==> src/rtl/sy_l2_cache_victim_sel_pkg.sv <==
// Shared constants and types for the L2 victim-selection stage.
package sy_l2_cache_victim_sel_pkg;

  localparam int L2_CACHE_WAY_NUM = 8;
  localparam int L2_CACHE_WAY_WTH = 3;
  localparam int L2_CACHE_SET_WTH = 7;

  typedef struct packed {
    logic [L2_CACHE_SET_WTH-1:0] set;
    logic [L2_CACHE_WAY_WTH-1:0] way;
    logic                        inv;
  } l2_victim_t;

  typedef enum logic [1:0] {
    IDLE   = 2'd0,
    LOOKUP = 2'd1,
    WAIT   = 2'd2,
    OUT    = 2'd3
  } l2_vsel_state_e;

endpackage

==> src/rtl/sy_l2_cache_victim_sel_if.sv <==
// Request, LRU lookup/update, hit and victim signals of the victim selector.
interface sy_l2_cache_victim_sel_if
  import sy_l2_cache_victim_sel_pkg::*;
#(
  parameter int WAY_NUM = L2_CACHE_WAY_NUM,
  parameter int WAY_WTH = L2_CACHE_WAY_WTH,
  parameter int SET_WTH = L2_CACHE_SET_WTH
) ();

  logic               req_vld_i;
  logic               req_rdy_o;
  logic [SET_WTH-1:0] req_set_i;
  logic [WAY_NUM-1:0] way_vld_i;
  logic [WAY_NUM-1:0] way_busy_i;
  logic [SET_WTH-1:0] lru_set_o;
  logic [WAY_WTH-1:0] lru_way_i;
  logic               hit_upd_i;
  logic [SET_WTH-1:0] hit_set_i;
  logic [WAY_WTH-1:0] hit_way_i;
  logic               victim_vld_o;
  logic               victim_rdy_i;
  logic [SET_WTH-1:0] victim_set_o;
  logic [WAY_WTH-1:0] victim_way_o;
  logic               victim_inv_o;
  logic               upd_lru_o;
  logic [SET_WTH-1:0] upd_set_o;
  logic [WAY_WTH-1:0] upd_way_o;

  modport slave (
    input  req_vld_i, req_set_i, way_vld_i, way_busy_i, lru_way_i,
    input  hit_upd_i, hit_set_i, hit_way_i, victim_rdy_i,
    output req_rdy_o, lru_set_o, victim_vld_o, victim_set_o, victim_way_o,
    output victim_inv_o, upd_lru_o, upd_set_o, upd_way_o
  );

  modport master (
    output req_vld_i, req_set_i, way_vld_i, way_busy_i, lru_way_i,
    output hit_upd_i, hit_set_i, hit_way_i, victim_rdy_i,
    input  req_rdy_o, lru_set_o, victim_vld_o, victim_set_o, victim_way_o,
    input  victim_inv_o, upd_lru_o, upd_set_o, upd_way_o
  );

endinterface

==> src/rtl/sy_l2_cache_victim_sel_way_pick.sv <==
// Combinational victim pick: free invalid way, then LRU way, then lowest free valid way.
module sy_l2_cache_victim_sel_way_pick
  import sy_l2_cache_victim_sel_pkg::*;
#(
  parameter int WAY_NUM = L2_CACHE_WAY_NUM,
  parameter int WAY_WTH = L2_CACHE_WAY_WTH
) (
  input  logic [WAY_NUM-1:0] way_vld_i,
  input  logic [WAY_NUM-1:0] way_busy_i,
  input  logic [WAY_WTH-1:0] lru_way_i,
  output logic               found_o,
  output logic [WAY_WTH-1:0] way_o,
  output logic               inv_o
);

  logic [WAY_NUM-1:0] free_way;
  logic [WAY_NUM-1:0] inv_way;
  logic               inv_hit;
  logic [WAY_WTH-1:0] inv_idx;
  logic               free_hit;
  logic [WAY_WTH-1:0] free_idx;
  logic               lru_ok;

  assign free_way = ~way_busy_i;
  assign inv_way  = ~way_vld_i & ~way_busy_i;

  // Scan high to low so the lowest matching index is the one left standing.
  always_comb begin
    inv_hit  = 1'b0;
    inv_idx  = '0;
    free_hit = 1'b0;
    free_idx = '0;
    lru_ok   = 1'b0;
    for (int i = WAY_NUM - 1; i >= 0; i--) begin
      inv_hit  = inv_hit | inv_way[i];
      inv_idx  = inv_way[i] ? WAY_WTH'(i) : inv_idx;
      free_hit = free_hit | free_way[i];
      free_idx = free_way[i] ? WAY_WTH'(i) : free_idx;
      lru_ok   = lru_ok | ((lru_way_i == WAY_WTH'(i)) & free_way[i]);
    end
  end

  // Priority resolution of the three candidate classes.
  always_comb begin
    found_o = 1'b0;
    way_o   = '0;
    inv_o   = 1'b0;
    if (inv_hit) begin
      found_o = 1'b1;
      way_o   = inv_idx;
      inv_o   = 1'b1;
    end else if (lru_ok) begin
      found_o = 1'b1;
      way_o   = lru_way_i;
      inv_o   = 1'b0;
    end else begin
      found_o = free_hit;
      way_o   = free_idx;
      inv_o   = 1'b0;
    end
  end

endmodule

==> src/rtl/sy_l2_cache_victim_sel.sv <==
// L2 victim selection: LRU lookup, busy-aware way pick and LRU update arbitration.
module sy_l2_cache_victim_sel
  import sy_l2_cache_victim_sel_pkg::*;
#(
  parameter int WAY_NUM = L2_CACHE_WAY_NUM,
  parameter int WAY_WTH = L2_CACHE_WAY_WTH,
  parameter int SET_WTH = L2_CACHE_SET_WTH
) (
  input logic                    clk_i,
  input logic                    rst_i,
  sy_l2_cache_victim_sel_if.slave bus
);

  l2_vsel_state_e     state_q, state_d;
  logic [SET_WTH-1:0] set_q, set_d;
  logic [WAY_NUM-1:0] vld_q, vld_d;
  logic               stale_q, stale_d;
  logic [WAY_WTH-1:0] lru_q, lru_d;
  logic               vic_vld_q, vic_vld_d;
  logic [SET_WTH-1:0] vic_set_q, vic_set_d;
  logic [WAY_WTH-1:0] vic_way_q, vic_way_d;
  logic               vic_inv_q, vic_inv_d;
  logic               rdy_q, rdy_d;
  logic               pend_vld_q, pend_vld_d;
  logic [SET_WTH-1:0] pend_set_q, pend_set_d;
  logic [WAY_WTH-1:0] pend_way_q, pend_way_d;

  logic               accept;
  logic               alloc_req;
  logic [WAY_WTH-1:0] pick_lru;
  logic               pick_found;
  logic [WAY_WTH-1:0] pick_way;
  logic               pick_inv;
  logic               upd_lru;
  logic [SET_WTH-1:0] upd_set;
  logic [WAY_WTH-1:0] upd_way;

  // In WAIT the LRU port may already show another set, so use the captured way.
  assign pick_lru = (state_q == WAIT) ? lru_q : bus.lru_way_i;

  sy_l2_cache_victim_sel_way_pick #(
    .WAY_NUM (WAY_NUM),
    .WAY_WTH (WAY_WTH)
  ) u_way_pick (
    .way_vld_i  (vld_q),
    .way_busy_i (bus.way_busy_i),
    .lru_way_i  (pick_lru),
    .found_o    (pick_found),
    .way_o      (pick_way),
    .inv_o      (pick_inv)
  );

  assign accept    = (state_q == IDLE) && bus.req_vld_i && rdy_q;
  assign alloc_req = (state_q == OUT) && vic_vld_q && bus.victim_rdy_i;

  // Next-state and datapath for the victim FSM.
  always_comb begin
    state_d   = state_q;
    set_d     = set_q;
    vld_d     = vld_q;
    stale_d   = stale_q;
    lru_d     = lru_q;
    vic_vld_d = vic_vld_q;
    vic_set_d = vic_set_q;
    vic_way_d = vic_way_q;
    vic_inv_d = vic_inv_q;
    case (state_q)
      IDLE: begin
        if (accept) begin
          set_d   = bus.req_set_i;
          vld_d   = bus.way_vld_i;
          stale_d = bus.hit_upd_i && (bus.hit_set_i == bus.req_set_i);
          state_d = LOOKUP;
        end else begin
          stale_d = 1'b0;
        end
      end
      LOOKUP: begin
        lru_d   = bus.lru_way_i;
        stale_d = 1'b0;
        if (stale_q) begin
          state_d = LOOKUP;
        end else if (pick_found) begin
          vic_vld_d = 1'b1;
          vic_set_d = set_q;
          vic_way_d = pick_way;
          vic_inv_d = pick_inv;
          state_d   = OUT;
        end else begin
          state_d = WAIT;
        end
      end
      WAIT: begin
        if (pick_found) begin
          vic_vld_d = 1'b1;
          vic_set_d = set_q;
          vic_way_d = pick_way;
          vic_inv_d = pick_inv;
          state_d   = OUT;
        end else begin
          state_d = WAIT;
        end
      end
      OUT: begin
        if (bus.victim_rdy_i) begin
          vic_vld_d = 1'b0;
          state_d   = IDLE;
        end else begin
          state_d = OUT;
        end
      end
      default: begin
        state_d   = IDLE;
        vic_vld_d = 1'b0;
      end
    endcase
  end

  // Hit updates win the port; a displaced allocation update waits in pend.
  always_comb begin
    upd_lru    = 1'b0;
    upd_set    = '0;
    upd_way    = '0;
    pend_vld_d = pend_vld_q;
    pend_set_d = pend_set_q;
    pend_way_d = pend_way_q;
    if (bus.hit_upd_i) begin
      upd_lru = 1'b1;
      upd_set = bus.hit_set_i;
      upd_way = bus.hit_way_i;
      if (alloc_req) begin
        pend_vld_d = 1'b1;
        pend_set_d = vic_set_q;
        pend_way_d = vic_way_q;
      end else begin
        pend_vld_d = pend_vld_q;
      end
    end else if (pend_vld_q) begin
      upd_lru    = 1'b1;
      upd_set    = pend_set_q;
      upd_way    = pend_way_q;
      pend_vld_d = 1'b0;
    end else if (alloc_req) begin
      upd_lru = 1'b1;
      upd_set = vic_set_q;
      upd_way = vic_way_q;
    end else begin
      upd_lru = 1'b0;
    end
  end

  // Registered ready keeps victim_rdy_i off any combinational path to req_rdy_o.
  assign rdy_d = (state_d == IDLE) && !pend_vld_d;

  // State and datapath registers.
  always_ff @(posedge clk_i or negedge rst_i) begin
    if (!rst_i) begin
      state_q    <= IDLE;
      set_q      <= '0;
      vld_q      <= '0;
      stale_q    <= 1'b0;
      lru_q      <= '0;
      vic_vld_q  <= 1'b0;
      vic_set_q  <= '0;
      vic_way_q  <= '0;
      vic_inv_q  <= 1'b0;
      rdy_q      <= 1'b0;
      pend_vld_q <= 1'b0;
      pend_set_q <= '0;
      pend_way_q <= '0;
    end else begin
      state_q    <= state_d;
      set_q      <= set_d;
      vld_q      <= vld_d;
      stale_q    <= stale_d;
      lru_q      <= lru_d;
      vic_vld_q  <= vic_vld_d;
      vic_set_q  <= vic_set_d;
      vic_way_q  <= vic_way_d;
      vic_inv_q  <= vic_inv_d;
      rdy_q      <= rdy_d;
      pend_vld_q <= pend_vld_d;
      pend_set_q <= pend_set_d;
      pend_way_q <= pend_way_d;
    end
  end

  assign bus.req_rdy_o    = rdy_q;
  assign bus.lru_set_o    = (state_q == IDLE) ? bus.req_set_i : set_q;
  assign bus.victim_vld_o = vic_vld_q;
  assign bus.victim_set_o = vic_set_q;
  assign bus.victim_way_o = vic_way_q;
  assign bus.victim_inv_o = vic_inv_q;
  assign bus.upd_lru_o    = upd_lru;
  assign bus.upd_set_o    = upd_set;
  assign bus.upd_way_o    = upd_way;

endmodule

==> src/flat_wrapper.sv <==
// flat-port wrapper written by rule: the top's interface ports become plain ports
module sy_l2_cache_victim_sel_flat import sy_l2_cache_victim_sel_pkg::*;
#(
  parameter int WAY_NUM = L2_CACHE_WAY_NUM,
  parameter int WAY_WTH = L2_CACHE_WAY_WTH,
  parameter int SET_WTH = L2_CACHE_SET_WTH
)
  (clk_i, rst_i, bus_req_vld_i, bus_req_set_i, bus_way_vld_i, bus_way_busy_i, bus_lru_way_i, bus_hit_upd_i, bus_hit_set_i, bus_hit_way_i, bus_victim_rdy_i, bus_req_rdy_o, bus_lru_set_o, bus_victim_vld_o, bus_victim_set_o, bus_victim_way_o, bus_victim_inv_o, bus_upd_lru_o, bus_upd_set_o, bus_upd_way_o);
  sy_l2_cache_victim_sel_if #(.WAY_NUM(WAY_NUM), .WAY_WTH(WAY_WTH), .SET_WTH(SET_WTH)) bus_i ();
  input logic clk_i;
  input logic rst_i;
  input wire logic [$bits(bus_i.req_vld_i)-1:0] bus_req_vld_i;
  input wire logic [$bits(bus_i.req_set_i)-1:0] bus_req_set_i;
  input wire logic [$bits(bus_i.way_vld_i)-1:0] bus_way_vld_i;
  input wire logic [$bits(bus_i.way_busy_i)-1:0] bus_way_busy_i;
  input wire logic [$bits(bus_i.lru_way_i)-1:0] bus_lru_way_i;
  input wire logic [$bits(bus_i.hit_upd_i)-1:0] bus_hit_upd_i;
  input wire logic [$bits(bus_i.hit_set_i)-1:0] bus_hit_set_i;
  input wire logic [$bits(bus_i.hit_way_i)-1:0] bus_hit_way_i;
  input wire logic [$bits(bus_i.victim_rdy_i)-1:0] bus_victim_rdy_i;
  output wire logic [$bits(bus_i.req_rdy_o)-1:0] bus_req_rdy_o;
  output wire logic [$bits(bus_i.lru_set_o)-1:0] bus_lru_set_o;
  output wire logic [$bits(bus_i.victim_vld_o)-1:0] bus_victim_vld_o;
  output wire logic [$bits(bus_i.victim_set_o)-1:0] bus_victim_set_o;
  output wire logic [$bits(bus_i.victim_way_o)-1:0] bus_victim_way_o;
  output wire logic [$bits(bus_i.victim_inv_o)-1:0] bus_victim_inv_o;
  output wire logic [$bits(bus_i.upd_lru_o)-1:0] bus_upd_lru_o;
  output wire logic [$bits(bus_i.upd_set_o)-1:0] bus_upd_set_o;
  output wire logic [$bits(bus_i.upd_way_o)-1:0] bus_upd_way_o;
  assign bus_i.req_vld_i = bus_req_vld_i;
  assign bus_i.req_set_i = bus_req_set_i;
  assign bus_i.way_vld_i = bus_way_vld_i;
  assign bus_i.way_busy_i = bus_way_busy_i;
  assign bus_i.lru_way_i = bus_lru_way_i;
  assign bus_i.hit_upd_i = bus_hit_upd_i;
  assign bus_i.hit_set_i = bus_hit_set_i;
  assign bus_i.hit_way_i = bus_hit_way_i;
  assign bus_i.victim_rdy_i = bus_victim_rdy_i;
  assign bus_req_rdy_o = bus_i.req_rdy_o;
  assign bus_lru_set_o = bus_i.lru_set_o;
  assign bus_victim_vld_o = bus_i.victim_vld_o;
  assign bus_victim_set_o = bus_i.victim_set_o;
  assign bus_victim_way_o = bus_i.victim_way_o;
  assign bus_victim_inv_o = bus_i.victim_inv_o;
  assign bus_upd_lru_o = bus_i.upd_lru_o;
  assign bus_upd_set_o = bus_i.upd_set_o;
  assign bus_upd_way_o = bus_i.upd_way_o;
  sy_l2_cache_victim_sel #(.WAY_NUM(WAY_NUM), .WAY_WTH(WAY_WTH), .SET_WTH(SET_WTH)) u_core (.clk_i(clk_i), .rst_i(rst_i), .bus(bus_i));
endmodule
==> config.mk <==
export PLATFORM = sky130hd
export DESIGN_NAME = sy_l2_cache_victim_sel_flat
export DESIGN_NICKNAME = d
export VERILOG_FILES = /design/src/rtl/sy_l2_cache_victim_sel_pkg.sv /design/src/rtl/sy_l2_cache_victim_sel_if.sv /design/src/rtl/sy_l2_cache_victim_sel_way_pick.sv /design/src/rtl/sy_l2_cache_victim_sel.sv /design/src/flat_wrapper.sv
export SDC_FILE = /design/constraint.sdc
export NUM_CORES = 1
export LEC_CHECK = 0
export BUFFER_PORTS_ARGS = -buffer_cell sky130_fd_sc_hd__buf_2
export CORE_UTILIZATION = 47
export DETAILED_ROUTE_END_ITERATION = 6
export PLACE_DENSITY = 0.8
export SLEW_MARGIN = 5
export SYNTH_ARGS = -nofsm -noshare
export SYNTH_HDL_FRONTEND = slang
export SYNTH_HIERARCHICAL = 1
export SYNTH_SLANG_ARGS = --single-unit
==> constraint.sdc <==
create_clock -name clk_i -period 2.3 [get_ports clk_i]
set_clock_uncertainty 0.2 [all_clocks]
set_input_delay 0.345 -clock clk_i [delete_from_list [all_inputs] [get_ports clk_i]]
set_output_delay 0.345 -clock clk_i [all_outputs]
set_load 0.005 [all_outputs]
# After elaboration in Yosys (flattened, before gate mapping)

Cells that the tools add are included.

Bits in registers: 45
Output and inout bits: 31
Input port bits: 41

Equality and inequality tests: 13
Reductions and logical operators: 17
Multiplexer cells: 54
Bitwise operators: 32

Operators with widths:

| kind                                                                  | count |
|---|---|
| 3-bit 2-to-1 mux                                                      | 24 |
| 7-bit 2-to-1 mux                                                      | 6 |
| 1-bit OR                                                              | 21 |
| 8-bit inverter                                                        | 2 |
| 1-bit 2-to-1 mux                                                      | 15 |
| 7-bit one-hot mux with 2 select lines                                 | 1 |
| 3-bit equality test, second input constant                            | 4 |
| 1-bit AND                                                             | 8 |
| 8-bit AND                                                             | 1 |
| 2-bit one-hot mux with 4 select lines                                 | 1 |
| 7-bit equality test                                                   | 1 |
| 3-bit by 2-bit equality test with 1-bit output, second input constant | 2 |
| 1-bit logical AND                                                     | 6 |
| 2-bit 2-to-1 mux                                                      | 3 |
| 3-bit one-hot mux with 2 select lines                                 | 1 |
| 2-bit AND reduction                                                   | 3 |
| 2-bit equality test, second input constant                            | 2 |
| 2-bit zero test                                                       | 2 |
| 2-bit inequality test, second input constant                          | 2 |
| 1-bit one-hot mux with 2 select lines                                 | 2 |
| 2-bit nonzero test                                                    | 2 |
| 3-bit by 1-bit equality test with 1-bit output, second input constant | 1 |
| 3-bit zero test                                                       | 1 |
| 1-bit one-hot mux with 3 select lines                                 | 1 |
| other kinds (4)                                                       | 4 |

# Depth between registers and ports, before layout

Depth after elaboration: 18
Gate-level depth with buffers: 7
Mapped depth without buffers: 7

# Modules after synthesis

Netlist, hierarchy kept.

Modules (own cells, without submodules):

| module                          | area each (um^2) | times used | sequential area each (um^2) | cells each |
|---|---|---|---|---|
| sy_l2_cache_victim_sel          | 2277.2           | 1          | 1126.1                      | 180 |
| sy_l2_cache_victim_sel_way_pick | 315.3            | 1          | 0.0                         | 42 |

# Worst setup path after synthesis

Ideal clock, no wire load.

Kind: reg-to-reg
Start: register u_core.state_q[0]
End: register u_core.vic_way_q[0], in the netlist u_core/bus.victim_way_o[0]
Data arrival time: 2124 ps
Setup time: 125 ps
Path slack: -149 ps
Cell stages (with the launch flop): 8
Path buffers: 0
Period minus slack after synthesis: 2449 ps
Data required time: 1975 ps
Cell sequence: dfrtp_1 > and2b_1 > mux2_2 > mux4_1 > mux2i_1 > a211o_2 > o211ai_1 > mux2_2

Longest elaborated chain between the ends: 16

RTL lines:

| item                                      | RTL line                                                   | RTL |
|---|---|---|
| start, declared                           | sy_l2_cache_victim_sel.sv:14                               | `l2_vsel_state_e state_q, state_d;` |
| start signal, assigned                    | sy_l2_cache_victim_sel.sv:172                              | `state_q <= state_d;` |
| 2-bit equality test (*)                   | sy_l2_cache_victim_sel.sv:39                               | `assign pick_lru = (state_q == WAIT) ? lru_q : bus.lru_way_i;` |
| 3-bit 2-to-1 mux (*)                      | sy_l2_cache_victim_sel.sv:39                               |  |
| net u_core.pick_lru[0]                    | sy_l2_cache_victim_sel.sv:30                               | `logic [WAY_WTH-1:0] pick_lru;` |
| 3-bit equality test                       | sy_l2_cache_victim_sel_way_pick.sv:39                      | `lru_ok = lru_ok \| ((lru_way_i == WAY_WTH'(i)) & free_way[i]);` |
| 1-bit AND                                 | sy_l2_cache_victim_sel_way_pick.sv:39                      |  |
| 1-bit OR (7 in a row)                     | sy_l2_cache_victim_sel_way_pick.sv:39                      |  |
| 3-bit 2-to-1 mux (*)                      | sy_l2_cache_victim_sel_way_pick.sv:52                      | `end else if (lru_ok) begin` |
| 3-bit 2-to-1 mux (*)                      | sy_l2_cache_victim_sel_way_pick.sv:48                      | `if (inv_hit) begin` |
| net u_core.pick_way[0]                    | sy_l2_cache_victim_sel.sv:32                               | `logic [WAY_WTH-1:0] pick_way;` |
| 3-bit 2-to-1 mux (*)                      | sy_l2_cache_victim_sel.sv:83, sy_l2_cache_victim_sel.sv:94 |  |
| 3-bit 2-to-1 mux                          | sy_l2_cache_victim_sel.sv:81                               | `if (stale_q) begin` |
| 3-bit one-hot mux with 2 select lines (*) | sy_l2_cache_victim_sel.sv:67                               | `case (state_q)` |
| end signal, assigned                      | sy_l2_cache_victim_sel.sv:179                              | `vic_way_q <= vic_way_d;` |
| end, declared                             | sy_l2_cache_victim_sel.sv:21                               | `logic [WAY_WTH-1:0] vic_way_q, vic_way_d;` |

Mark *: on every way through the listed nets, which the timed path passes. The rest lies on a longest branch. The select of a mux whose other input is x is not followed.
A chain may end at the register's enable or synchronous reset.

# Worst setup path after layout

Same ends and word-level chain as after synthesis.

==> results.txt <==
----------------------------------------------------
[Outcome]
  Outcome ... complete, but fails checks
  Violations in the final reports ... negative setup slack

[Routing]
  Total number of vias ... 2089
  Post-detailed-route DRC marker count ... 0
  Final wirelength ... 6050 um
  ANT nets after route ... 0
  Average routed wire per standard cell ... about 16 um
  First drt pass iteration count ... 4
  DR iter-0 viols ... roughly 110
  Routed via count divided by cell count ... between 5 and 6

[Synthesis]
  Number of flops mapped to enable cells by yosys ... 0
  Sequential share of the synthesized area ... a little over two fifths
  Flip-flop and latch count after synthesis ... 45
  Cells after synthesis ... 222
  Synth Net Count ... roughly 260
  Ys flop type ... dfrtp_1
  Post-Syn Area ... 2590 sq um
  Post-synthesis async set-or-reset flop share ... 100%
  Average cell area after synthesis ... ~12 sq um
  Number of synthesis warnings ... 6
  Post-synth cell types ... 45

[GRT]
  Wire length of the first global-routing pass ... ~10000 um
  Number of global-route vias before repair ... 2003
  Initial antenna violation count ... 0
  Total GRT Usage ... 21.0%
  Largest net degree at the start of global routing ... 25
  Leftover overflow at the end of global routing ... 0

[Setup path]
  Kind of launch point of the worst setup path ... register
  Maximum fanout along the worst path ... 4
  Register-to-register path setup slack ... -0.16 ns
  Crit-path cells ... and2b_2 > mux2_4 > mux4_2 > mux2i_4 > a211o_2 > o211ai_1 > mux2_4
  Worst r2r dst ... u_core/bus.victim_way_o[0]
  Number of cell instances on the worst register-to-register path ... 7
  Worst Path Class, Setup ... reg -> reg
  Gate family responsible for the most delay along the worst path ... multiplexers
  Worst path bufs/invs ... 0
  Most used cell, CP ... mux2_4
  Worst Setup End Kind ... register
  Arrival time of data at the critical path endpoint ... between 2 and 2.5 ns
  FF-to-FF Start ... u_core/state_q[0]
  Crit-path slowest cell ... mux4_2
  Peak per-stage delay on the critical path ... 0.46 ns
  CP Data Required Time ... 2.28 ns

[Clocking]
  Bufs on Longest Clock Path ... 2
  Later-pin clock latency in the skew report ... between 0.2 and 0.3 ns
  Inserted Clock Buffers ... 5
  CTS tree ... yes
  Number of levels the H-tree was split into ... 2
  Library cell used as clock root buffer ... clkbuf_8
  Clock input transition at the sequential cells of the worst setup and hold paths ... roughly 0.080 ns
  Clock sink count ... 45

[Timing]
  Pins over their slew limit ... 0
  Fmax ... 407 MHz
  Final hold violations ... 0
  Worst slew pin tran ... 0.666 ns
  Setup repair after global routing missed its margin ... true
  Minimum period implied by the final worst setup slack ... between 2 and 2.5 ns
  Worst relative slew slack ... a little under three fifths
  Number of setup violations in the final report ... 3
  Period utilization ... 107%
  Worst setup slack after layout ... -0.155 ns

[Worst hold path]
  End point of the worst hold path ... u_core/vld_q[2]
  Path class of the lowest-slack min-delay path ... in -> reg
  Number of cells traversed by the worst hold path ... 2
  Launch instance of the worst min-delay path ... bus_way_vld_i[2]

[Placement]
  Area after DPL ... 3040 sq um
  IO buf count ... a little over 70
  Detailed Place HPWL ... approximately 4400 um
  Post-Place Cells ... around 360
  Routability congestion estimate ... between 0.9 and 1
  DP Worst Slack ... -0.137 ns

[Floorplanning]
  Row Count ... 26
  Vert. Die Dim ... 76.3 um
  Area of the core ... 5200 sq um
  Count of pins on the block boundary ... between 70 and 80
  Total die area ... roughly 5800 sq um
  Initial core utilization ... 49.8%
  Chip Width ... between 70 and 80 um

[Power and ir drop]
  Leakage power ... 1.47 nW
  Power per cell area ... around 1100 nW/um^2
  Max IR drop VDD ... about 0.58 mV

[Finish]
  Final-stage net count ... approximately 350
  Commonest cells after routing, fill and taps aside ... buf_2, mux2_2, dfrtp_1
  Most common cell after layout, fill and taps aside ... buf_2
  Antenna cells ... 0
  Number of fill cells ... approximately 430
  Non-filler instance count after layout ... about 380
  Share of final-layout standard cells stronger than drive strength 1 ... 52.8%
  Summed area of non-filler cells in the final layout ... ~3200 sq um
  Area added between synthesis and finish ... 23.8%
  Utilization after layout ... around 62%

[Run]
  Max Cap Viol ... 0

----------------------------------------------------
## area by class of cell
class                      count  area (sq um)  area share (%)
multi-input combinational    162          1410            43.9
sequential                    45          1130            35.1
timing repair buffer          85           467            14.5
clock buffer                   7          96.3            3.00
tap                           70          87.6            2.73
inverter                       5          18.8           0.585
clock inverter                 1          5.00           0.156
## worst max-delay path by stage
stage,cells past startpoint,to,from,slack [ns]
2_1_floorplan,7,u_core/bus.victim_way_o[0],u_core/state_q[1],-0.09
3_3_place_gp,7,u_core/bus.victim_way_o[0],u_core/state_q[0],-0.08
3_5_place_dp,7,u_core/bus.victim_way_o[0],u_core/state_q[0],-0.14
4_1_cts,7,u_core/bus.victim_way_o[0],u_core/state_q[0],-0.12
5_1_grt,7,u_core/bus.victim_way_o[0],u_core/state_q[0],-0.19
6_report,7,u_core/bus.victim_way_o[0],u_core/state_q[0],-0.16
## worst register-to-register path, cell delays in order (launching register included)
cell and delay, ns:
dfrtp_1 0.38, and2b_2 0.27, mux2_4 0.34, mux4_2 0.46
mux2i_4 0.21, a211o_2 0.14, o211ai_1 0.08, mux2_4 0.28
## metrics by stage
stage          hold slack (ns)  setup TNS (ns)  power, mW
5_1_grt                 0.0732          -0.514       3.91
6_report                0.0768          -0.312       3.69
3_5_place_dp             0.125          -0.237       3.05
3_3_place_gp             0.130          -0.115       2.97
4_1_cts                 0.0703          -0.171       3.65
2_1_floorplan           -0.151          -0.121       2.51
## flip-flops by register name, indices dropped and copies added (netlist names)
signal / flops
u_core/stale_q: 1
u_core/pend_way_q: 3
u_core/set_q: 7
u_core/bus.req_rdy_o: 1
u_core/bus.victim_inv_o: 1
u_core/state_q: 2
u_core/bus.victim_vld_o: 1
u_core/pend_vld_q: 1
u_core/vld_q: 8
u_core/pend_set_q: 7
u_core/bus.victim_way_o: 3
u_core/lru_q: 3
u_core/bus.victim_set_o: 7
## cell usage after synthesis (2+ instances only)
master	n	area (sq um)
mux2_2	49	552
o32ai_1	2	17.5
o21a_1	2	15.0
o22ai_2	2	25.0
dfrtp_1	45	1130
buf_6	4	45.0
nor2_1	6	22.5
inv_1	4	15.0
nor3_1	2	10.0
xnor2_1	7	61.3
or3_1	3	18.8
nand2_1	7	26.3
nand3b_1	10	75.1
nand3_1	5	25.0
clkbuf_1	4	15.0
o21ai_0	3	15.0
nor2b_1	13	81.3
o22ai_1	3	18.8
mux4_2	2	45.0
o221ai_1	2	17.5
a21oi_1	22	110
nand4_1	2	12.5
## where the power goes
part	total [mW]	switching, mW	internal [mW]
logic	1.73	0.727	1.00
clock network	0.530	0.259	0.272
registers	1.43	0.289	1.14
total	3.69	1.27	2.41
## cell families (layout without fill, tap and decap cells)
family	count (synthesis)	count (layout)	share of synthesized area, %
multiplexers	53	53	24.4
AO/OA/AOI/OAI	43	43	10.7
flip-flops	45	45	43.4
XOR/XNOR	7	7	2.36
buffers and inverters	15	98	4.01
AND/OR/NAND/NOR	59	59	15.1
## per-layer routing
metal	share of wire [%]	vias up	GRT usage [%]
li1	-	984	-
met1	46	1031	30.0
met2	49	67	33.0
met3	4.2	7	3.47
met4	0.88	0	5.96
met5	0	-	0
## what timing repair did
action	in CTS	in global routing
pin swaps	2	2
endpoints found under the setup margin	10	3
setup buffers	1	1
endpoints found under the hold margin	20	0
resized for setup	6	3
hold buffers	1	0
Power figures use the tool's default switching activity.
